--- src/rtl/fetch_stage.sv ---
// fetch_stage: instruction fetch front end of the 5-stage pipeline.
// Owns the PC, issues icache reads and feeds the IF/ID latch.
//
// Ports:
//   CLK, RST          clock (rising edge), async active-high reset
//   imemREN/imemaddr  icache read request / address (address = PC)
//   ihit/imemload     icache response valid / instruction word
//   stall             hazard hold: IF/ID must not advance
//   redirect/_pc      taken branch/jump and its target
//   halt              stop fetching
//   fl_instr          IF/ID latch instruction input
//   fl_pc_plus_4      IF/ID latch PC+4 input
//   fl_en/fl_flush    IF/ID latch enable / flush (never both high)
//   fetch_count       instructions delivered to the latch since reset
//   halted            fetch permanently stopped until reset
module fetch_stage #(
    parameter logic [31:0] PC_INIT = 32'h0000_0000
) (
    input  logic        CLK,
    input  logic        RST,
    output logic        imemREN,
    output logic [31:0] imemaddr,
    input  logic        ihit,
    input  logic [31:0] imemload,
    input  logic        stall,
    input  logic        redirect,
    input  logic [31:0] redirect_pc,
    input  logic        halt,
    output logic [31:0] fl_instr,
    output logic [31:0] fl_pc_plus_4,
    output logic        fl_en,
    output logic        fl_flush,
    output logic [31:0] fetch_count,
    output logic        halted
);

    typedef enum logic [1:0] {
        RUN    = 2'd0,
        DRAIN  = 2'd1,
        HALTED = 2'd2
    } state_t;

    state_t      state, state_n;
    logic [31:0] pc, pc_n;
    logic        pend_valid, pend_valid_n;
    logic [31:0] pend_pc, pend_pc_n;
    logic [31:0] cnt_n;
    logic        done;

    assign imemREN      = (state != HALTED);
    assign imemaddr     = pc;
    assign fl_instr     = imemload;
    assign fl_pc_plus_4 = pc + 32'd4;
    assign halted       = (state == HALTED);
    assign done         = imemREN & ihit;

    always_ff @(posedge CLK or posedge RST) begin
        if (RST) begin
            state       <= RUN;
            pc          <= PC_INIT;
            pend_valid  <= 1'b0;
            pend_pc     <= 32'd0;
            fetch_count <= 32'd0;
        end else begin
            state       <= state_n;
            pc          <= pc_n;
            pend_valid  <= pend_valid_n;
            pend_pc     <= pend_pc_n;
            fetch_count <= cnt_n;
        end
    end

    // PC only moves on a completed access, so the icache address stays
    // stable for the whole of a miss. Redirects that land mid-miss are
    // parked in pend_pc and applied when the outstanding access returns.
    always_comb begin
        state_n      = state;
        pc_n         = pc;
        pend_valid_n = pend_valid;
        pend_pc_n    = pend_pc;
        cnt_n        = fetch_count;
        fl_en        = 1'b0;
        fl_flush     = 1'b0;
        case (state)
            RUN: begin
                if (halt) begin
                    state_n      = (done || !imemREN) ? HALTED : DRAIN;
                    fl_flush     = 1'b1;
                    pend_valid_n = 1'b0;
                    pend_pc_n    = 32'd0;
                end else if (redirect && done) begin
                    pc_n         = redirect_pc;
                    fl_flush     = 1'b1;
                    pend_valid_n = 1'b0;
                end else if (redirect) begin
                    // latest redirect wins if several arrive in one miss
                    pend_valid_n = 1'b1;
                    pend_pc_n    = redirect_pc;
                    fl_flush     = 1'b1;
                end else if (done && pend_valid) begin
                    // word belongs to the wrong path: drop it, no flush needed
                    pc_n         = pend_pc;
                    pend_valid_n = 1'b0;
                end else if (done && stall) begin
                    // re-read the same address next cycle
                    pc_n = pc;
                end else if (done) begin
                    pc_n  = pc + 32'd4;
                    fl_en = 1'b1;
                    cnt_n = fetch_count + 32'd1;
                end
            end
            DRAIN: begin
                // let the outstanding access finish before going quiet
                if (ihit) state_n = HALTED;
            end
            HALTED: begin
                state_n = HALTED;
            end
            default: begin
                state_n = RUN;
            end
        endcase
    end

endmodule
--- config.mk ---
export PLATFORM = sky130hd
export DESIGN_NAME = fetch_stage
export DESIGN_NICKNAME = d
export VERILOG_FILES = /design/src/rtl/fetch_stage.sv
export SDC_FILE = /design/constraint.sdc
export NUM_CORES = 1
export LEC_CHECK = 0
export ABC_CLOCK_PERIOD_IN_PS = 3840
export CORE_ASPECT_RATIO = 1.2
export CORE_MARGIN = 3
export CORE_UTILIZATION = 41
export DETAILED_ROUTE_END_ITERATION = 7
export PLACE_DENSITY = 0.78
export SETUP_SLACK_MARGIN = 0.02
export SLEW_MARGIN = 15
export SYNTH_ARGS = -nofsm -noshare
export SYNTH_HDL_FRONTEND = slang
export SYNTH_SLANG_ARGS = --single-unit
--- constraint.sdc ---
create_clock -name CLK -period 3.84 [get_ports CLK]
set_input_delay 1.152 -clock CLK [delete_from_list [all_inputs] [get_ports CLK]]
set_output_delay 1.152 -clock CLK [all_outputs]
set_load 0.03 [all_outputs]
# Word-level counts from Yosys, hierarchy flattened

Cells that the tools add are included.

Equal/unequal tests: 8
Add/sub/neg operators: 2
Reductions and logical operators: 14
Bitwise gates (word level): 6
Multiplexer cells: 27

Operator list:

| cell                  | count |
|---|---|
| $mux 32               | 8 |
| $add 32x1->32 const B | 1 |
| $add 32x3->32 const B | 1 |
| $mux 1                | 15 |
| $ne 2x2->1 const B    | 4 |
| $reduce_and 7->1      | 1 |
| $mux 2                | 3 |
| $pmux 2 s3            | 1 |
| $not 1->1             | 5 |
| $reduce_and 5->1      | 1 |
| $reduce_and 2->1      | 2 |
| $reduce_bool 4->1     | 1 |
| $logic_and 1x1->1     | 3 |
| $ne 3x3->1 const B    | 1 |
| $reduce_and 3->1      | 1 |
| $reduce_bool 3->1     | 1 |
| $eq 2x1->1 const B    | 1 |
| $eq 2x2->1 const B    | 1 |
| $logic_not 2->1       | 1 |
| $ne 2x1->1 const B    | 1 |
| $reduce_bool 2->1     | 1 |
| $and 1x1->1           | 1 |
| $logic_not 1->1       | 1 |
| $logic_or 1x1->1      | 1 |

Flip-flop bits (word level): 99
Logic and storage cells: 62

# Longest topological paths before layout

Gate-level depths: netlist (run 1).

Depth in word-level cells: 9
Gate-level depth with buffers: 9

# Worst setup path before layout (run 1)

OpenSTA, ideal clock, no wires.

Kind: register to output
From: register pc[4] (netlist: imemaddr[4])
To: output fl_pc_plus_4[19]
Data arrival time: 2176 ps
Required time: 2688 ps
Cell stages (with the launch flop): 7
Setup slack: 512 ps
Buffers on the path: 2
Cell sequence: dfrtp_1 buf_2 and4_1 and4_1 clkbuf_1 nor3b_1 xor2_1

Cells in the longest elaborated chain, start to end: 1

Ends and longest elaborated chain:

| what                     | line | RTL |
|---|---|---|
| start: declaration       | 44   | `logic [31:0] pc, pc_n;` |
| start signal: assignment | 66   | `pc <= pc_n;` |
| $add 32x3->32            | 53   | `assign fl_pc_plus_4 = pc + 32'd4;` |
| end: declaration         | 30   | `output logic [31:0] fl_pc_plus_4,` |

No other way between the ends.

# Final worst setup path (run 1)

From: register pc[20] (netlist: imemaddr[20])
To: output fl_pc_plus_4[31]

The elaborated chain is that of the path after synthesis.

==> results of run 1 <==
-- power groups by stage --
stage | clock network, W | logic (W) | registers [W]
after floorplan | 0 | 0.00123 | 0.00183
after global placement | 0 | 0.00226 | 0.00163
after detailed placement | 0 | 0.00230 | 0.00165
after CTS | 0.000989 | 0.00230 | 0.00164
after global routing | 0.00104 | 0.00243 | 0.00169
final | 0.000972 | 0.00229 | 0.00164
-- worst register-to-register path: stages, from the launching register on --
cell	delay [ps]
sky130_fd_sc_hd__dfrtp_1	420
sky130_fd_sc_hd__inv_1	100
sky130_fd_sc_hd__ha_1	380
sky130_fd_sc_hd__and4bb_1	330
sky130_fd_sc_hd__buf_4	230
sky130_fd_sc_hd__nand4_1	260
sky130_fd_sc_hd__nor2_1	480
sky130_fd_sc_hd__nand4_1	180
sky130_fd_sc_hd__xnor2_1	150
-- kinds of logic after synthesis --
kind of cell,count (synthesis),share of synthesized area (%)
and+or+nand+nor,183,17.9
AOI/OAI and AO/OA,118,16.1
DFF,99,45.8
buffers and inverters,76,7.79
xor gates and xnor gates,59,9.55
muxes,8,1.50
adders and majority gates,6,1.39
-- sequential cells by signal, summed over array words and instances, names as in the netlist --
name,count
fetch_count,32
imemaddr,32
pend_pc,32
pend_valid,1
state,2
-- final cells by class --
cell class              count  area (um2)
clock inverters             6        87.6
inverters                  12        47.5
multi-input cells         374        2540
well taps                 164         205
fillers                  1113        5600
clock buffers              10         229
repair buffers            162        1590
flip-flops and latches     99        2480
-- layer usage --
metal | routed length (um) | share of wire, %
met1 | 6210 | 38
met2 | 8080 | 50
met3 | 1480 | 9.1
met4 | 381 | 2.4
met5 | 0 | 0
-- worst paths after layout --
check | start | end | depth (start not counted)
hold / removal | fetch_count[14] | fetch_count[14] | 1
setup reg to reg | state[0] | fetch_count[20] | 8
setup / recovery | imemaddr[20] | fl_pc_plus_4[31] | 5
max in group asynchronous | RST | pend_valid | 3
hold reg to reg | fetch_count[14] | fetch_count[14] | 1
min in group asynchronous | RST | pend_pc[22] | 2
-- Yosys cell counts, drive strengths merged (2+ instances only) --
master   number
nor2b         8
a22oi        14
o2bb2ai       4
a222oi        2
and2          3
a221o         2
or3           2
nor3         11
ha            6
o211ai        2
nand3        35
inv          12
o22ai         6
a22o         34
nand4        17
o21a          3
a21o          2
o311ai        3
xor2         18
buf          40
xnor2        41
nand2b        2
mux2i         7
a21oi        19
a31o          8
nor2         30
clkbuf       24
and4          4
dfrtp        99
nand2        47
or4           3
nor4          4
and3         11
o21ai        14
-- what timing repair did --
item                                    CTS  global route
hold buffers                              0             0
resized for setup                        11             8
buffers inserted                          0             1
pin swaps                                 0             1
endpoints found under the setup margin   13             8
-- stage by stage --
stage	hold WS [ps]	setup slack (ps)	instance area (um2)	std cells
2_1_floorplan	472	97.6	5410	549
3_3_place_gp	465	251	6830	810
3_5_place_dp	488	222	6830	810
4_1_cts	505	11.5	7140	826
5_1_grt	516	42.6	7180	827
6_report	499	151	7180	827
==> results.txt, run 1 <==
The run finished with clean final reports. The global-route met1 utilization came out at 26.2%. The reported leakage power is 3.22 nW. Cells fill 56.2% of the core in the end. By area the synthesized netlist is led by sky130_fd_sc_hd__dfrtp_1, sky130_fd_sc_hd__xnor2_1, sky130_fd_sc_hd__a22o_1. Counting every instance in the synthesized netlist gives 549. The critical path goes through nand4_1, nor4_4, nand3_1, xnor2_1, clkdlybuf4s50_1. From left edge to right edge, the die measures 111 um. The largest driver fanout on the critical path came out at 6. The core region is 0.0128 mm2. The number of antenna cells inserted came out at 0. The mapped netlist covers 0.00541 mm2. In the layout the commonest cells are sky130_fd_sc_hd__clkdlybuf4s50_1, sky130_fd_sc_hd__dfrtp_1, sky130_fd_sc_hd__nand2_1. TritonCTS built the clock tree.

Setup repair after global routing left no endpoint under its margin. The power per standard cell area is 683 mW/mm2. The number of input and output port buffers inserted is 137. The net total in the final layout is 734.

Leaving out fill and tap cells, the most frequent cell in the layout is sky130_fd_sc_hd__clkdlybuf4s50_1. The stage delay of the slowest cell on the critical path is 680 ps. The maximum clock insertion buffer count is 2. The routability congestion estimate from global placement came out at 0.855. For this run, global-route usage on met2 was measured as 38.0%. The initial cell density of the core came out at 42.3%. The register-to-register setup slack came out at 1220 ps. Clock tree synthesis selected as its root buffer the cell sky130_fd_sc_hd__clkbuf_16. Detailed placement ended at an HPWL of 11.7 mm. The total negative slack for setup checks is 0 ps. The cell type with the highest aggregate area in the netlist is sky130_fd_sc_hd__dfrtp_1. In this run the most used layer during global routing was met2.

The slew at the pin with the worst max-slew slack is 857 ps. Headroom to the max-slew limit came out at 42.5%. On the critical path, the stage with the largest delay is an instance of sky130_fd_sc_hd__clkdlybuf4s50_1. The layout-stage area growth over the synthesis result came out at 32.6%. The part of the power in registers came out at 33.5%. The share of the synthesized area in the top cell type came out at 45.8%. The fraction of power spent switching nets is 41.4%. The number of enable flip-flop cells after synthesis is 0. The tree built by TritonCTS fans out to 99 sinks. The max capacitance violation total came out at 0. The total track usage is 22.2%.

Together, buffers and inverters on the worst path number 1. The critical path class is reg2out. The number of rows created at floorplan came out at 45.

The relative contribution of the clock network to total power came out at 19.8%. The die covers 0.0146 mm2. The remaining antenna violation count after routing is 0.

The nature of the critical path endpoint is an output pin. Clock-pin slew was measured on the worst setup and hold paths at 70 ps. After detailed routing, the number of remaining DRC violations is 0. The internal power contribution is 0.00287 W.

The detailed-route via count came out at 4827. The worst supply voltage drop on vdd came out at 364 uV. For this design the total switching power over the nets is 0.00203 W.

The total detailed-routing wirelength is 16.1 mm. The count of boundary I/O pins is 202. Before antenna repair, the detailed router went through 7 iterations.

The synthesized net count came out at 625. The count of cell types in the netlist is 55. The violation count after the first detailed-routing iteration is 406. The endpoint required time on the critical path is 2690 ps. The met3 global-route usage came out at 6.47%. The part of the cycle the worst path needs is 96.1%. The number of global-route vias before repair is 5083. In this run, CTS created clock tree buffers numbering 9. The via density per instance is 5.84. The combinational fraction of design power came out at 46.6%. The vertical die dimension is 132 um. The final critical path time including I/O delays and setup is 3690 ps. The fraction of layout cells with a size suffix above 1 came out at 9.80%. The total overflow left after global routing is 0.

The critical path data arrival time came out at 2540 ps. The post-route clock skew is 9.46 ps. The total chip power came out at 0.00490 W.

Grouping stages by cell kind, the critical path spends the most delay in simple AND/OR/NAND/NOR gates. The worst setup path is launched from a register. Setup violations remaining at the end of the flow were counted as 0.

The post-synthesis sequential area ratio is 45.8%. For this run, the leading register cell type out of synthesis is sky130_fd_sc_hd__dfrtp_1. In this run, synthesis produced a sequential element count of 99. The achievable frequency is 271 MHz. The per-instance average area after synthesis is 9.86 um2. The insertion delay of the later-clocked pin in the worst-skew pair is 350 ps.

The async set-or-reset flop fraction in the synthesized netlist is 100%. The worst hold path belongs to the class reg2reg. Entering global routing, the biggest net connects 53 pins. The first-pass GRT wire length is 26.6 mm. The number of warnings printed during yosys synthesis came out at 0. The number of pins exceeding their max-slew limit in the final report came to 0. The initial antenna violation count was 1. The count of endpoints failing hold in the final timing report is 0.

The detailed-route wire length per cell is 19.5 um. The H-tree generated during clock tree synthesis spans 3 levels.
(Power assumes the default switching activity.)
==> run 2, diff against run 1 <==
--- a/config.mk
+++ b/config.mk
@@ -6,8 +6,8 @@
 export NUM_CORES = 1
 export LEC_CHECK = 0
 export ABC_CLOCK_PERIOD_IN_PS = 3840
+export CAP_MARGIN = 20
 export CORE_ASPECT_RATIO = 1.2
-export CORE_MARGIN = 3
 export CORE_UTILIZATION = 41
 export DETAILED_ROUTE_END_ITERATION = 7
 export PLACE_DENSITY = 0.78
==> run 2 against run 1 <==
Effect of this change: cell area fell by 0.92%; fmax fell by 1.2%; clock power fell by 2%; cell count fell by 0.48%.
==> results.txt, run 2 (same netlist as run 1, synthesis figures left out) <==
The worst hold path startpoint is fetch_count[31] (was fetch_count[14]). The worst reg2reg path endpoint is fetch_count[24] (was fetch_count[20]). The number of rows created at floorplan came to 45 (unchanged). The number of buffers added for setup after CTS is 0 (unchanged). The initial antenna violation count is 0 (was 1). The clock tree root buffer cell is sky130_fd_sc_hd__clkbuf_16 (unchanged). The detailed-route via count is 4797 (was 4827). The worst supply voltage drop on vdd came out at 393 uV (was 364 uV).

The pre-CTS setup slack is 168 ps (was 222 ps). The part of the cycle the worst path needs is 97.3% (was 96.1%). The power per standard cell area is 681 mW/mm2 (was 683 mW/mm2). The total chip power was 0.00484 W (was 0.00490 W). The count of endpoints failing hold in the final timing report is 0 (unchanged).

The die width is 107 um (was 111 um). The maximum clock insertion buffer count is 2 (unchanged). The area of combinational cells with multiple inputs is 0.00253 mm2 (was 0.00254 mm2). The H-tree level count came out at 3 (unchanged).

The path type of the worst min-delay path is reg2reg (unchanged). The critical path startpoint category is a register (unchanged). The fraction of layout cells with a size suffix above 1 is 9.26% (was 9.80%). The slew at the pin with the worst max-slew slack is 1010 ps (was 857 ps).

The clock input transition at the sequential cells of the worst setup and hold paths is 70 ps (about the same). The number of antenna cells inserted is 0 (unchanged). The total negative slack for setup checks came out at 0 ps (unchanged). The sequential cell area came out at 0.00248 mm2 (unchanged).

The fill cell instance count of the final layout was 1107 (was 1113). Result of the run: finished clean (unchanged). The first-pass GRT wire length came out at 24.7 mm (was 26.6 mm). The count of boundary I/O pins came out at 202 (unchanged). The reported leakage power came out at 3.13 nW (was 3.22 nW). The number of clock buffers inserted by TritonCTS is 9 (unchanged). The number of input and output port buffers inserted is 137 (unchanged). The number of iterations in the first detailed-routing pass came to 5 (was 7). The total track usage came out at 23.4% (was 22.2%). The number of pins exceeding their max-slew limit in the final report was 0 (unchanged). The routability congestion estimate from global placement came to 0.849 (was 0.855). The beginning of the worst register-to-register path was state[0] (unchanged). Most frequent cells in the layout: sky130_fd_sc_hd__clkdlybuf4s50_1, sky130_fd_sc_hd__dfrtp_1, sky130_fd_sc_hd__nand2_1 (unchanged). The clock sink total was 99 (unchanged). The floorplan die area was 0.0137 mm2 (was 0.0146 mm2). The leading cell type in the layout, fill and taps excluded is sky130_fd_sc_hd__clkdlybuf4s50_1 (unchanged). The critical path data arrival time is 2580 ps (was 2540 ps). The endpoint of the worst hold path is fetch_count[31] (was fetch_count[14]). The headroom to the max-slew limit is 32.0% (was 42.5%).

The hold-critical path depth is 1 (unchanged). The final cell utilization of the core is 55.6% (was 56.2%). The via density per instance is 5.83 (was 5.84).

The core area is 0.0128 mm2 (unchanged). The largest driver fanout on the critical path was 7 (was 6). The net total in the final layout is 730 (was 734). The layout-stage area growth over the synthesis result came to 31.4% (was 32.6%). Setup repair after global routing missed its margin: no (unchanged).

The max capacitance violation total came out at 0 (unchanged). The post-route cell area came to 0.00711 mm2 (was 0.00718 mm2). The post-route clock skew was 6.40 ps (was 9.46 ps). The total DRC errors in the routed layout came out at 0 (unchanged). The detailed-route wire length per cell was 18.9 um (was 19.5 um). The register-to-register setup slack is 1200 ps (was 1220 ps).

The achievable frequency was 268 MHz (was 271 MHz). The total of cells resized after clock tree synthesis was 14 (was 11). The pin count of the biggest net entering global routing came out at 55 (was 53). The vertical die dimension is 128 um (was 132 um). The final critical path time including I/O delays and setup is 3740 ps (was 3690 ps).

The critical path class is reg2out (unchanged). The CTS tree is done (unchanged). The count of cells along the worst register-to-register path came out at 8 (unchanged). The final HPWL from detailed placement is 10.9 mm (was 11.7 mm).

The smallest setup slack after layout came out at 105 ps (was 151 ps). The initial cell density of the core came out at 42.3% (unchanged). The total detailed-routing wirelength is 15.6 mm (was 16.1 mm). The nature of the critical path endpoint is an output pin (unchanged). The endpoint required time on the critical path is 2690 ps (about the same). The remaining antenna violation count after routing is 0 (unchanged). The final global-route overflow total was 0 (unchanged). The number of global-route vias before repair is 4806 (was 5083). The number of endpoints failing setup at the final stage came out at 0 (unchanged). The area of placed instances came out at 0.00680 mm2 (was 0.00683 mm2). The number of buffers inserted for hold repair after clock tree synthesis came out at 0 (unchanged). The insertion delay of the later-clocked pin in the worst-skew pair is 360 ps (was 350 ps).

The violation count after the first detailed-routing iteration is 303 (was 406).
run 2: cell types whose count changed in the layout (fill, tap and decap cells not counted), moves of 2 or more:
| cell | change |
|---|---|
| sky130_fd_sc_hd__dlygate4sd2_1 | +4 |
| sky130_fd_sc_hd__buf_4 | -4 |
| sky130_fd_sc_hd__inv_6 | +2 |
| sky130_fd_sc_hd__clkinv_2 | -2 |
| sky130_fd_sc_hd__dlymetal6s2s_1 | -4 |
run 2: worst max-delay path by stage:
stage	startpoint	to	cells past startpoint	slack (ps)
after floorplan	RST	fetch_count[0]	1	100
after global placement	imemaddr[3]	fl_pc_plus_4[16]	6	270
after detailed placement	imemaddr[3]	fl_pc_plus_4[16]	6	170
after CTS	imemaddr[3]	fl_pc_plus_4[30]	6	50
after global routing	imemaddr[6]	fl_pc_plus_4[25]	5	30
final	imemaddr[6]	fl_pc_plus_4[17]	5	100
run 2: metrics by stage:
step / hold slack, ps / std cells
floorplan: 472 / 549
global placement: 464 / 807
detailed placement: 461 / 807
CTS: 484 / 823
global route: 512 / 823
finish: 477 / 823
run 2: layout make-up:
class / instances / area share (%)
Timing Repair Buffer: 158 / 21.7
Inverter: 12 / 0.669
Multi-Input combinational cell: 374 / 35.6
Clock buffer: 9 / 3.17
Tap cell: 164 / 2.89
Sequential cell: 99 / 34.8
Clock inverter: 7 / 1.18
run 2: where the power goes:
| part | total [W] | internal [W] | switching, W |
|---|---|---|---|
| sequential | 0.00164 | 0.00133 | 0.000313 |
| combinational | 0.00225 | 0.000955 | 0.00130 |
| clock | 0.000952 | 0.000518 | 0.000433 |
run 2: critical path, cell delays in order, from the launching register on:
cell,delay [ps]
sky130_fd_sc_hd__dfrtp_1,430
sky130_fd_sc_hd__and4_1,340
sky130_fd_sc_hd__and4_1,360
sky130_fd_sc_hd__nand4_1,140
sky130_fd_sc_hd__xnor2_1,230
sky130_fd_sc_hd__clkdlybuf4s50_1,720
run 2: routing by layer:
layer	global-route usage [%]	wire length, um
met1	27.5	6080
met4	11.4	376
met5	0	0
met2	39.7	7780
met3	5.90	1320
==> run 3, diff against run 2 <==
--- a/config.mk
+++ b/config.mk
@@ -6,11 +6,11 @@
 export NUM_CORES = 1
 export LEC_CHECK = 0
 export ABC_CLOCK_PERIOD_IN_PS = 3840
-export CAP_MARGIN = 20
 export CORE_ASPECT_RATIO = 1.2
 export CORE_UTILIZATION = 41
 export DETAILED_ROUTE_END_ITERATION = 7
 export PLACE_DENSITY = 0.78
+export RECOVER_POWER = 50
 export SETUP_SLACK_MARGIN = 0.02
 export SLEW_MARGIN = 15
 export SYNTH_ARGS = -nofsm -noshare
==> run 3 against run 2 <==
Effect of this change: the run now ends with max-capacitance violations, max-slew violations left; cell area fell by 0.49%; hold slack got worse by 4.9 ps; global-route usage did not move; count of clock-buffer cells in the layout did not move; first-iteration DRC count fell by 10%; setup slack improved by 24 ps; utilization fell by 0.27 points; cell count did not move.
==> results.txt, run 3 (same netlist as run 1, synthesis figures left out) <==
The remaining antenna violation count after routing came to 0 (unchanged). The total chip power came out at 0.00482 W (was 0.00484 W). The clock sink total is 99 (unchanged).

The path type of the worst min-delay path is reg2reg (unchanged). The nature of the critical path endpoint is an output pin (unchanged). The critical path class is reg2out (unchanged). The insertion delay of the later-clocked pin in the worst-skew pair is 360 ps (about the same). The part of the cycle the worst path needs came out at 96.7% (was 97.3%).

The detailed-route wire length per cell was 18.8 um (was 18.9 um). The checks that failed: max-capacitance violations, max-slew violations. The core area was 0.0128 mm2 (unchanged).

The number of endpoints failing setup at the final stage is 0 (unchanged). The total negative slack for setup checks came to 0 ps (unchanged). The max capacitance violation total is 1 (was 0). Result of the run: finished, violations left (was finished clean). The vertical die dimension was 128 um (unchanged). The headroom to the max-slew limit came out at -37.8% (was 32.0%). The critical path data arrival time was 2560 ps (was 2580 ps). The violation count after the first detailed-routing iteration is 272 (was 303). The number of antenna cells inserted is 0 (unchanged). The post-route clock skew is 6.53 ps (was 6.40 ps). The endpoint required time on the critical path came to 2690 ps (about the same). The relative contribution of the clock network to total power is 19.7% (was 19.6%). The number of clock buffers inserted by TritonCTS came out at 9 (unchanged). The number of buffers added for setup after CTS is 0 (unchanged). The routability congestion estimate from global placement is 0.849 (unchanged). The critical path startpoint category was a register (unchanged). The largest driver fanout on the critical path came out at 7 (unchanged).

The total track usage came out at 23.4% (unchanged). The pre-CTS setup slack is 168 ps (unchanged). The layout-stage area growth over the synthesis result is 30.7% (was 31.4%). The CTS tree is done (unchanged).

The fraction of power spent switching nets is 42.3% (was 42.2%). The maximum clock insertion buffer count was 2 (unchanged). The final HPWL from detailed placement came to 10.9 mm (unchanged). The achievable frequency came to 269 MHz (was 268 MHz). The total detailed-routing wirelength was 15.5 mm (was 15.6 mm). The reported leakage power came out at 3.15 nW (was 3.13 nW).

The first-pass GRT wire length came out at 24.7 mm (unchanged). The count of boundary I/O pins is 202 (unchanged). The count of endpoints failing hold in the final timing report is 0 (unchanged). The number of input and output port buffers inserted came out at 137 (unchanged). The smallest setup slack after layout came out at 128 ps (was 105 ps).

The detailed-route via count was 4771 (was 4797). The combinational fraction of design power is 46.3% (was 46.5%). The switching power came to 0.00204 W (about the same). The clock input transition at the sequential cells of the worst setup and hold paths came out at 70 ps (about the same). The H-tree level count is 3 (unchanged).

The internal power contribution came to 0.00278 W (was 0.00280 W). The final global-route overflow total came to 0 (unchanged). Most frequent cells in the layout: sky130_fd_sc_hd__dfrtp_1, sky130_fd_sc_hd__clkdlybuf4s50_1, sky130_fd_sc_hd__nand2_1 (was sky130_fd_sc_hd__clkdlybuf4s50_1, sky130_fd_sc_hd__dfrtp_1, sky130_fd_sc_hd__nand2_1). The number of rows created at floorplan came out at 45 (unchanged). The net total in the final layout came out at 730 (unchanged). The total DRC errors in the routed layout is 0 (unchanged). The power per standard cell area is 682 mW/mm2 (was 681 mW/mm2). The fraction of layout cells with a size suffix above 1 came out at 8.35% (was 9.26%). The pin count of the biggest net entering global routing came out at 55 (unchanged). The initial cell density of the core came to 42.3% (unchanged). The number of global-route vias before repair came out at 4806 (unchanged). The clock tree root buffer cell was sky130_fd_sc_hd__clkbuf_16 (unchanged). The initial antenna violation count came out at 0 (unchanged). The die width came out at 107 um (unchanged). The via density per instance came out at 5.80 (was 5.83). The slew at the pin with the worst max-slew slack came out at 2070 ps (was 1010 ps). Setup repair after global routing missed its margin: no (unchanged). The worst supply voltage drop on vdd came to 393 uV (about the same). The number of pins exceeding their max-slew limit in the final report came to 54 (was 0). The floorplan die area came out at 0.0137 mm2 (unchanged).

The final critical path time including I/O delays and setup came out at 3710 ps (was 3740 ps). The number of iterations in the first detailed-routing pass is 7 (was 5). The part of the power in registers came out at 33.9% (about the same).
## run 3: what timing repair did
action	in CTS	in global routing
hold buffers	0	0
setup endpoints to repair	14	3
resized for setup	14	3
## run 3: area by class of cell
class                      count  area, um2
fill                        1116       5710
multi-input combinational    374       2510
sequential                    99       2480
timing repair buffer         158       1520
clock buffer                   9        225
tap                          164        205
clock inverter                 7       83.8
inverter                      12       45.0
## run 3: per-layer routing
| metal | vias up | GRT usage (%) | part of all wire, % |
|---|---|---|---|
| li1 | 2152 | - | - |
| met1 | 2362 | 27.5 | 40 |
| met2 | 219 | 39.7 | 49 |
| met3 | 38 | 5.90 | 8.2 |
| met4 | 0 | 11.4 | 2.5 |
| met5 | - | 0 | 0 |
## run 3: power by group through the flow
| stage | Clock, W | Combinational (W) | Sequential, W |
|---|---|---|---|
| floorplan | 0 | 0.00123 | 0.00183 |
| global placement | 0 | 0.00224 | 0.00163 |
| detailed placement | 0 | 0.00229 | 0.00165 |
| CTS | 0.000972 | 0.00227 | 0.00163 |
| global route | 0.00100 | 0.00238 | 0.00169 |
| finish | 0.000952 | 0.00224 | 0.00164 |
## run 3: final timing paths
path,from,endpoint,slack [ps],cells past startpoint
worst max register to register,state[0],fetch_count[24],750,8
min in group asynchronous,RST,imemaddr[26],1930,2
worst min register to register,fetch_count[31],fetch_count[31],470,1
max in group asynchronous,RST,pend_pc[15],720,3
worst min-delay path,fetch_count[31],fetch_count[31],470,1
worst max-delay path,imemaddr[6],fl_pc_plus_4[17],130,5
## run 3: per-stage QoR
step | hold slack [ps] | cells | util [%] | instance area, um2
2_1_floorplan | 472 | 549 | - | 5410
3_3_place_gp | 464 | 807 | 53.2 | 6800
3_5_place_dp | 461 | 807 | 53.2 | 6800
4_1_cts | 484 | 823 | 55.6 | 7100
5_1_grt | 507 | 823 | 55.4 | 7080
6_report | 473 | 823 | 55.4 | 7080
## run 3: critical path, stage by stage (launching register included)
cell and delay, ps:
sky130_fd_sc_hd__dfrtp_1 430, sky130_fd_sc_hd__and4_1 340, sky130_fd_sc_hd__and4_1 370, sky130_fd_sc_hd__nand4_1 150, sky130_fd_sc_hd__xnor2_1 210, sky130_fd_sc_hd__clkdlybuf4s50_1 710
